### config.mk
export PLATFORM = sky130hd
export DESIGN_NAME = mux_arb_nx1_flat
export DESIGN_NICKNAME = d
export VERILOG_FILES = /design/src/rtl/mux_arb_nx1_if.sv /design/src/rtl/mux_arb_nx1.sv /design/src/flat_wrapper.sv
export SDC_FILE = /design/constraint.sdc
export NUM_CORES = 1
export LEC_CHECK = 0
export ABC_AREA = 0
export BUFFER_PORTS_ARGS = -buffer_cell sky130_fd_sc_hd__buf_2
export CAP_MARGIN = 25
export CORE_MARGIN = 5
export CORE_UTILIZATION = 45
export DETAILED_ROUTE_END_ITERATION = 16
export GPL_TIMING_DRIVEN = 1
export HOLD_SLACK_MARGIN = 0.05
export PLACE_DENSITY_LB_ADDON = 0.3
export SYNTH_ARGS = -nofsm -noshare
export SYNTH_HDL_FRONTEND = slang
export SYNTH_SLANG_ARGS = --single-unit
### constraint.sdc
create_clock -name CLK -period 3.51 [get_ports CLK]
set_clock_uncertainty 0.05 [all_clocks]
set_input_delay 0.351 -clock CLK [delete_from_list [all_inputs] [get_ports CLK]]
set_output_delay 0.351 -clock CLK [all_outputs]
set_load 0.01 [all_outputs]
### src/rtl/mux_arb_nx1_if.sv
// Producer/consumer bundle for mux_arb_nx1.
// The slave side is the multiplexer. The master side drives the producers and the consumer.
interface mux_arb_nx1_if #(
  parameter int N = 4,
  parameter int W = 1
);
  localparam int SW = $clog2(N);

  logic [N*W-1:0] DIN;
  logic [N-1:0]   VLD_IN;
  logic [N-1:0]   RDY_IN;
  logic [SW-1:0]  SEL;
  logic           MODE;
  logic [W-1:0]   F;
  logic           F_VLD;
  logic           F_RDY;
  logic [N-1:0]   GNT;

  modport master (
    output DIN, VLD_IN, SEL, MODE, F_RDY,
    input  RDY_IN, F, F_VLD, GNT
  );

  modport slave (
    input  DIN, VLD_IN, SEL, MODE, F_RDY,
    output RDY_IN, F, F_VLD, GNT
  );
endinterface

### src/rtl/mux_arb_nx1.sv
// Registered N:1 multiplexer with a valid/ready handshake on each channel.
// The source channel comes from an external select or from round-robin arbitration.
module mux_arb_nx1 #(
  parameter int N = 4,
  parameter int W = 1
) (
  input  logic          CLK,
  input  logic          RST_N,
  mux_arb_nx1_if.slave  bus
);
  localparam int SW = $clog2(N);
  localparam logic [SW-1:0] LAST = SW'(N - 1);

  logic [W-1:0]  f_reg;
  logic          f_vld_reg;
  logic [N-1:0]  gnt_reg;
  logic [SW-1:0] ptr_reg;

  logic          ld;
  logic [SW-1:0] rr_cand;
  logic          rr_found;
  logic [SW-1:0] cand;
  logic          eligible;
  logic          xfer;
  logic [N-1:0]  cand_oh;
  logic [N-1:0]  rdy_vec;

  // The output slot can accept a word when it is empty or being drained this cycle.
  assign ld = !f_vld_reg || bus.F_RDY;

  // Search for the first valid channel, starting at the pointer and wrapping at N-1.
  always_comb begin : rr_search
    int idx;
    rr_cand  = '0;
    rr_found = 1'b0;
    idx      = 0;
    for (int k = 0; k < N; k++) begin
      idx = int'(ptr_reg) + k;
      if (idx >= N) idx = idx - N;
      if (!rr_found && bus.VLD_IN[idx]) begin
        rr_found = 1'b1;
        rr_cand  = SW'(idx);
      end
    end
  end

  always_comb begin : candidate
    cand     = '0;
    eligible = 1'b0;
    if (bus.MODE) begin
      cand     = rr_cand;
      eligible = rr_found;
    end else if (int'(bus.SEL) < N) begin
      cand     = bus.SEL;
      eligible = bus.VLD_IN[bus.SEL];
    end
  end

  assign xfer = RST_N && ld && eligible;

  generate
    for (genvar gi = 0; gi < N; gi++) begin : g_oh
      assign cand_oh[gi] = (cand == SW'(gi));
      assign rdy_vec[gi] = xfer && cand_oh[gi];
    end
  endgenerate

  always_ff @(posedge CLK) begin
    if (!RST_N) begin
      f_reg     <= '0;
      f_vld_reg <= 1'b0;
      gnt_reg   <= '0;
      ptr_reg   <= '0;
    end else if (ld) begin
      if (eligible) begin
        f_reg     <= bus.DIN[cand*W +: W];
        f_vld_reg <= 1'b1;
        gnt_reg   <= cand_oh;
        if (bus.MODE) ptr_reg <= (cand == LAST) ? '0 : cand + 1'b1;
      end else begin
        // Nothing is eligible, so the slot empties. F keeps its last value.
        f_vld_reg <= 1'b0;
        gnt_reg   <= '0;
      end
    end
  end

  assign bus.RDY_IN = rdy_vec;
  assign bus.F      = f_reg;
  assign bus.F_VLD  = f_vld_reg;
  assign bus.GNT    = gnt_reg;
endmodule

### src/flat_wrapper.sv
// flat-port wrapper written by rule: the top's interface ports become plain ports
module mux_arb_nx1_flat 
#(
  parameter int N = 4,
  parameter int W = 1
)
  (CLK, RST_N, bus_DIN, bus_VLD_IN, bus_SEL, bus_MODE, bus_F_RDY, bus_RDY_IN, bus_F, bus_F_VLD, bus_GNT);
  mux_arb_nx1_if #(.N(N), .W(W)) bus_i ();
  input  logic CLK;
  input  logic RST_N;
  input wire logic [$bits(bus_i.DIN)-1:0] bus_DIN;
  input wire logic [$bits(bus_i.VLD_IN)-1:0] bus_VLD_IN;
  input wire logic [$bits(bus_i.SEL)-1:0] bus_SEL;
  input wire logic [$bits(bus_i.MODE)-1:0] bus_MODE;
  input wire logic [$bits(bus_i.F_RDY)-1:0] bus_F_RDY;
  output wire logic [$bits(bus_i.RDY_IN)-1:0] bus_RDY_IN;
  output wire logic [$bits(bus_i.F)-1:0] bus_F;
  output wire logic [$bits(bus_i.F_VLD)-1:0] bus_F_VLD;
  output wire logic [$bits(bus_i.GNT)-1:0] bus_GNT;
  assign bus_i.DIN = bus_DIN;
  assign bus_i.VLD_IN = bus_VLD_IN;
  assign bus_i.SEL = bus_SEL;
  assign bus_i.MODE = bus_MODE;
  assign bus_i.F_RDY = bus_F_RDY;
  assign bus_RDY_IN = bus_i.RDY_IN;
  assign bus_F = bus_i.F;
  assign bus_F_VLD = bus_i.F_VLD;
  assign bus_GNT = bus_i.GNT;
  mux_arb_nx1 #(.N(N), .W(W)) u_core (.CLK(CLK), .RST_N(RST_N), .bus(bus_i));
endmodule
==> impl_metrics.ini, run 1 <==
[timing]
max_slew_margin_pct = 70.62
setup_viol = 0
period_minus_slack_ns = 2.547
rsz0062_at_grt = false
post-route-period-util_pct = 72.56
drv_slew = 0
worst_pin_slew_ns = 0.4407
fin_ws_ns = 0.9632
max_freq_ghz = 0.3926
setup_tns_ns = 0
hold_viol_final = 0

[logic_synthesis]
synth_enable_flop_cells = 0
ys_async_sr_fraction_pct = 0
ys_seq_area_share_pct = 23.93
synth_area_leaders = dfxtp_1 (24%), ha_1 (7.5%), nor2b_1 (6.5%)
synthXorXnorAreaFrac_pct = 0
synth-warning-count = 0
synth_compound_area_share_pct = 25.61
synth_ff_type = dfxtp_1
syn-cell-area_um2 = 669.4
synth-seq-cells = 8
synthSimpleGateAreaFrac_pct = 32.52
synth_top_area_share_pct = 23.93
synth_top_family_by_area = simple AND/OR/NAND/NOR gates
syn-num-nets = 93
synthMuxAreaShare_pct = 8.037
syn_area_per_cell_um2 = 8.925
syn_inst = 75
synth_cell_types = 33
synthAdderAreaFrac_pct = 7.477
synth_top_cell_by_area = dfxtp_1

[critical_path]
worstSetupEndpointType = primary output
cpPeakStageDelay_ns = 0.39
rr_endpoint = u_core.bus.F
critPathKind = flop to primary output
arrival_ns = 2.15
crit_chain = or3b_1 -> o211ai_1 -> nand2_1 -> o22ai_1 -> inv_1 -> ha_1 -> and2_1 -> buf_2
cp-endpoint = bus_RDY_IN[3]
crit_start = u_core.ptr_reg[1]
r2r_slack_ns = 1.38
crit_slowest_cell = or3b_1
cp_max_fo = 9
r2r-start = u_core.ptr_reg[0]
critPathRequiredTime_ns = 3.11
worst-r2r-cell-count = 5
worstSetupStartpointType = flop

[global_route]
grt_pass1_vias = 546
grt_pass1_wl_um = 2553
track_usage_pct = 13.40
grt_max_degree = 11
overflow = 0
antenna_found_initial = 0

[floorplanning]
start_util_pct = 46.04
die_height_um = 48.57
rows = 14
ios = 24
dieArea_um2 = 2359
die_w_um = 48.57
core_um2 = 1454

[clock_network]
cts-hold-fix-buffers = 0
clk_pin_slew_ns = 0.05
cts_buffers = 3
root_buffer = clkbuf_4
cts_tree = yes
clkSinkCount = 8
cts_setup_buffers = 0
worstSkewPairLatency_ns = 0.24
clockBufferDepth = 2
ctsHtreeMaxLevel = 1
cts_resized = 0

[final_layout]
largest_reg_flops = 4
drive_gt1_share_pct = 34.00
nNetsFinal = 120
area_growth_pct = 22.80
stdcell_count = 116
antenna_cells = 0
fillers = 149
final_area_um2 = 822.0

[detailed_routing]
antenna_left = 0
route.vias.total = 628
drc = 0
routedWlPerCell_um = 12.41
dr.pass1.iters = 4
routed_wl_um = 1440
routed_via_density = 5.414
drt_iter0_markers = 13

[min_path]
min_path_type = input pin to flop

[placed_design]
placedCellCount = 113
pre_cts_ws_ns = 1.103
hpwl_um = 1182
gp_congestion = 0.7605
place_area_um2 = 799.5
portBuffers = 23

[power]
power.total_mw = 0.2608
peakVddDrop_v = 0.0002335
powerDensity_nw_per_um2 = 317.2
leakagePower_nw = 0.3932

[status]
status = finished clean

[flow_run]
cap_violations = 0
## worst min path at each step
stage / from / to / slack [ns] / cells past startpoint
after floorplan: RST_N / u_core.bus.F_VLD / 0.42 / 1
after global placement: u_core.bus.GNT[1] / u_core.bus.GNT[1] / 0.39 / 2
after detailed placement: u_core.bus.GNT[1] / u_core.bus.GNT[1] / 0.39 / 2
after CTS: RST_N / u_core.bus.F_VLD / 0.36 / 2
after global routing: RST_N / u_core.ptr_reg[0] / 0.38 / 2
final: RST_N / u_core.bus.F_VLD / 0.37 / 2
## logic make-up after synthesis
family,after synthesis
compound gates,19
fa+ha+maj,4
buf+inv,4
flops,8
mux,4
simple gates,36
## where the power goes
part | internal [mW] | switching (mW) | total [mW]
sequential | 0.0992 | 0.00696 | 0.106
clock | 0.0389 | 0.0280 | 0.0669
combinational | 0.0422 | 0.0456 | 0.0878
## final cells by class
type	instances	area [µm²]	share of cell area, %
well taps	16	20.02	2.435
inverters	3	11.26	1.370
flip-flops and latches	8	160.2	19.48
clock buffers	3	22.52	2.740
multi-input cells	63	493.0	59.97
repair buffers	23	115.1	14.00
## cells in the mapped netlist, types with 2 or more instances
master,count
nand2b_1,2
a21oi_1,2
ha_1,4
a21boi_1,5
inv_1,3
nor2b_1,7
nand2_1,8
mux2i_1,2
o211a_1,2
nand3_1,5
nor2_1,3
and2_1,4
dfxtp_1,8
## layout by cell type, fill, tap and decap left out, drive strengths merged
master,instances
a21boi,6
a21oi,2
a311o,1
a311oi,1
a31oi,1
and2,4
and3,1
and4bb,1
buf,23
clkbuf,3
dfxtp,8
ha,4
inv,3
mux2,1
mux2i,2
mux4,1
nand2,8
nand2b,2
nand3,5
nor2,4
nor2b,7
nor3b,1
nor4bb,1
o211a,2
o211ai,1
o21a,1
o21ai,2
o22ai,1
o311ai,1
or2b,1
or3b,1
## per-stage QoR
step | hold slack (ns) | util, %
2_1_floorplan | 0.4188 | -
3_3_place_gp | 0.3867 | 54.99
3_5_place_dp | 0.3916 | 54.99
4_1_cts | 0.3630 | 56.54
5_1_grt | 0.3838 | 56.54
6_report | 0.3680 | 56.54
## critical path: cells and delay by family, from the launching register on
| family | cells | cell delay, ns |
|---|---|---|
| flops | 1 | 0.38 |
| buf+inv | 2 | 0.26 |
| simple gates | 3 | 0.59 |
| compound gates | 2 | 0.43 |
| fa+ha+maj | 1 | 0.23 |
## per-layer routing
layer,GRT usage (%),wire length (µm),up-vias
met5,0,0,-
met4,4.036,14,0
met3,5.828,105,2
met2,20.22,664,18
met1,17.07,655,284
li1,-,-,324
Note: power is estimated with default switching activity, not from simulation.
==> inputs of run 2 (changes only) <==
- clock period: 3.51 -> 2.5 ns (I/O delays scaled with it)
==> run 2 against run 1 <==
Combinational power grew 45%. Routed wire length shrank 6.5%. Die area stayed put. Clock-buffer cell count unchanged. Critical path depth down 1. Sequential share of layout area down 0.35 points. First-iteration DRC count decreased by 62%. Worst hold slack got worse by 0.098 ns. Non-clock buffer count rose by 2. Register-to-register slack worse by 1.1 ns. Clock power rose by 43%. Via count shrank 0.16%. Highest routed layer is now met3.
==> impl_metrics.ini, run 2 (synthesis results as in run 1) <==
[power]
leakagePower_nw = 0.4030
peakVddDrop_v = 0.0002254
powerDensity_nw_per_um2 = 444.4
power.total_mw = 0.3720

[detailed_routing]
routed_via_density = 5.314
routedWlPerCell_um = 11.41
routed_wl_um = 1346
dr.pass1.iters = 4
drt_iter0_markers = 5
drc = 0
antenna_left = 0
route.vias.total = 627

[placed_design]
hpwl_um = 1114
portBuffers = 23
place_area_um2 = 807.0
gp_congestion = 0.7924

[critical_path]
crit_slowest_cell = dfxtp_1
crit_chain = and4bb_1 -> o211a_1 -> a311oi_4 -> inv_1 -> ha_1 -> and2_1 -> buf_2
worstSetupStartpointType = flop
critPathRequiredTime_ns = 2.20
cpPeakStageDelay_ns = 0.42
critPathKind = flop to primary output
cp_max_fo = 7
arrival_ns = 2.01
worstSetupEndpointType = primary output
crit_buf_inv = 2
r2r-start = u_core.ptr_reg[0]
path_delay_family = compound AO/OA/AOI/OAI gates
crit_start = u_core.ptr_reg[0]

[global_route]
grt_pass1_vias = 580
grt_max_degree = 11
grt_pass1_wl_um = 2490
overflow = 0
antenna_found_initial = 0
track_usage_pct = 12.58

[clock_network]
ctsHtreeMaxLevel = 1
clockBufferDepth = 2
worstSkewPairLatency_ns = 0.25
cts_buffers = 3
clkSinkCount = 8
clk_pin_slew_ns = 0.05
root_buffer = clkbuf_4
cts-hold-fix-buffers = 0
cts_tree = yes

[final_layout]
final_cell_mix = buf_2 (23), nand2_1 (8), dfxtp_1 (8)
largest_reg_flops = 4
mostFrequentLayoutCell = buf_2
fillers = 142
final_area_um2 = 837.1
drive_gt1_share_pct = 35.29
antenna_cells = 0
nNetsFinal = 122
area_growth_pct = 25.05
ff_latch_area_um2 = 160.2
multi_input_area_um2 = 493.0

[timing]
drv_slew = 0
max_freq_ghz = 0.4327
setup_tns_ns = 0
max_slew_margin_pct = 75.23
hold_viol_final = 0
post-route-period-util_pct = 92.45
worst_pin_slew_ns = 0.3704
rsz0062_at_grt = false
period_minus_slack_ns = 2.311
setup_viol = 0

[flow_run]
cap_violations = 0

[floorplanning]
rows = 14
start_util_pct = 46.04
core_um2 = 1454
die_w_um = 48.57
die_height_um = 48.57
ios = 24
dieArea_um2 = 2359

[min_path]
hp-start = RST_N
min_path_type = input pin to flop

[status]
status = finished clean
## run 2: final timing paths
path                            depth (start not counted)  slack [ns]                end
worst min register to register                          2        0.40  u_core.bus.GNT[2]
worst max register to register                          6        0.32       u_core.bus.F
worst min-delay path                                    2        0.27   u_core.bus.F_VLD
worst max-delay path                                    7        0.19      bus_RDY_IN[0]
## run 2: power by group
group | internal (mW) | switching [mW] | leakage, nW
Clock | 0.0547 | 0.0411 | 0.0138
Sequential | 0.139 | 0.00974 | 0.0659
Combinational | 0.0636 | 0.0636 | 0.323
## run 2: cell type report
cell class                 count  area share (%)
clock buffer                   3           2.691
inverter                       3           1.345
multi-input combinational     63           58.89
sequential                     8           19.13
tap                           16           2.392
timing repair buffer          25           15.55
## run 2: repair_timing
item                       in CTS  in global routing
gates resized for setup         0                  0
buffers inserted                0                  1
setup endpoints to repair       0                  2
## run 2: metrics by stage
step           std cells  worst slack [ns]  util, %  hold WS (ns)
5_1_grt              118           0.05865    57.57        0.2677
3_5_place_dp         114            0.3737    55.51        0.3912
6_report             118            0.1888    57.57        0.2704
4_1_cts              117            0.1106    57.06        0.2640
3_3_place_gp         114            0.4037    55.51        0.3856
2_1_floorplan         75            0.5017        -        0.3178
## run 2: routing by layer
metal / track usage (%) / vias to the layer above / routed length [µm]
met2: 19.57 / 18 / 620
met5: 0 / - / 0
met4: 2.691 / 0 / 0
met3: 5.521 / 0 / 102
li1: - / 330 / -
met1: 15.96 / 279 / 624
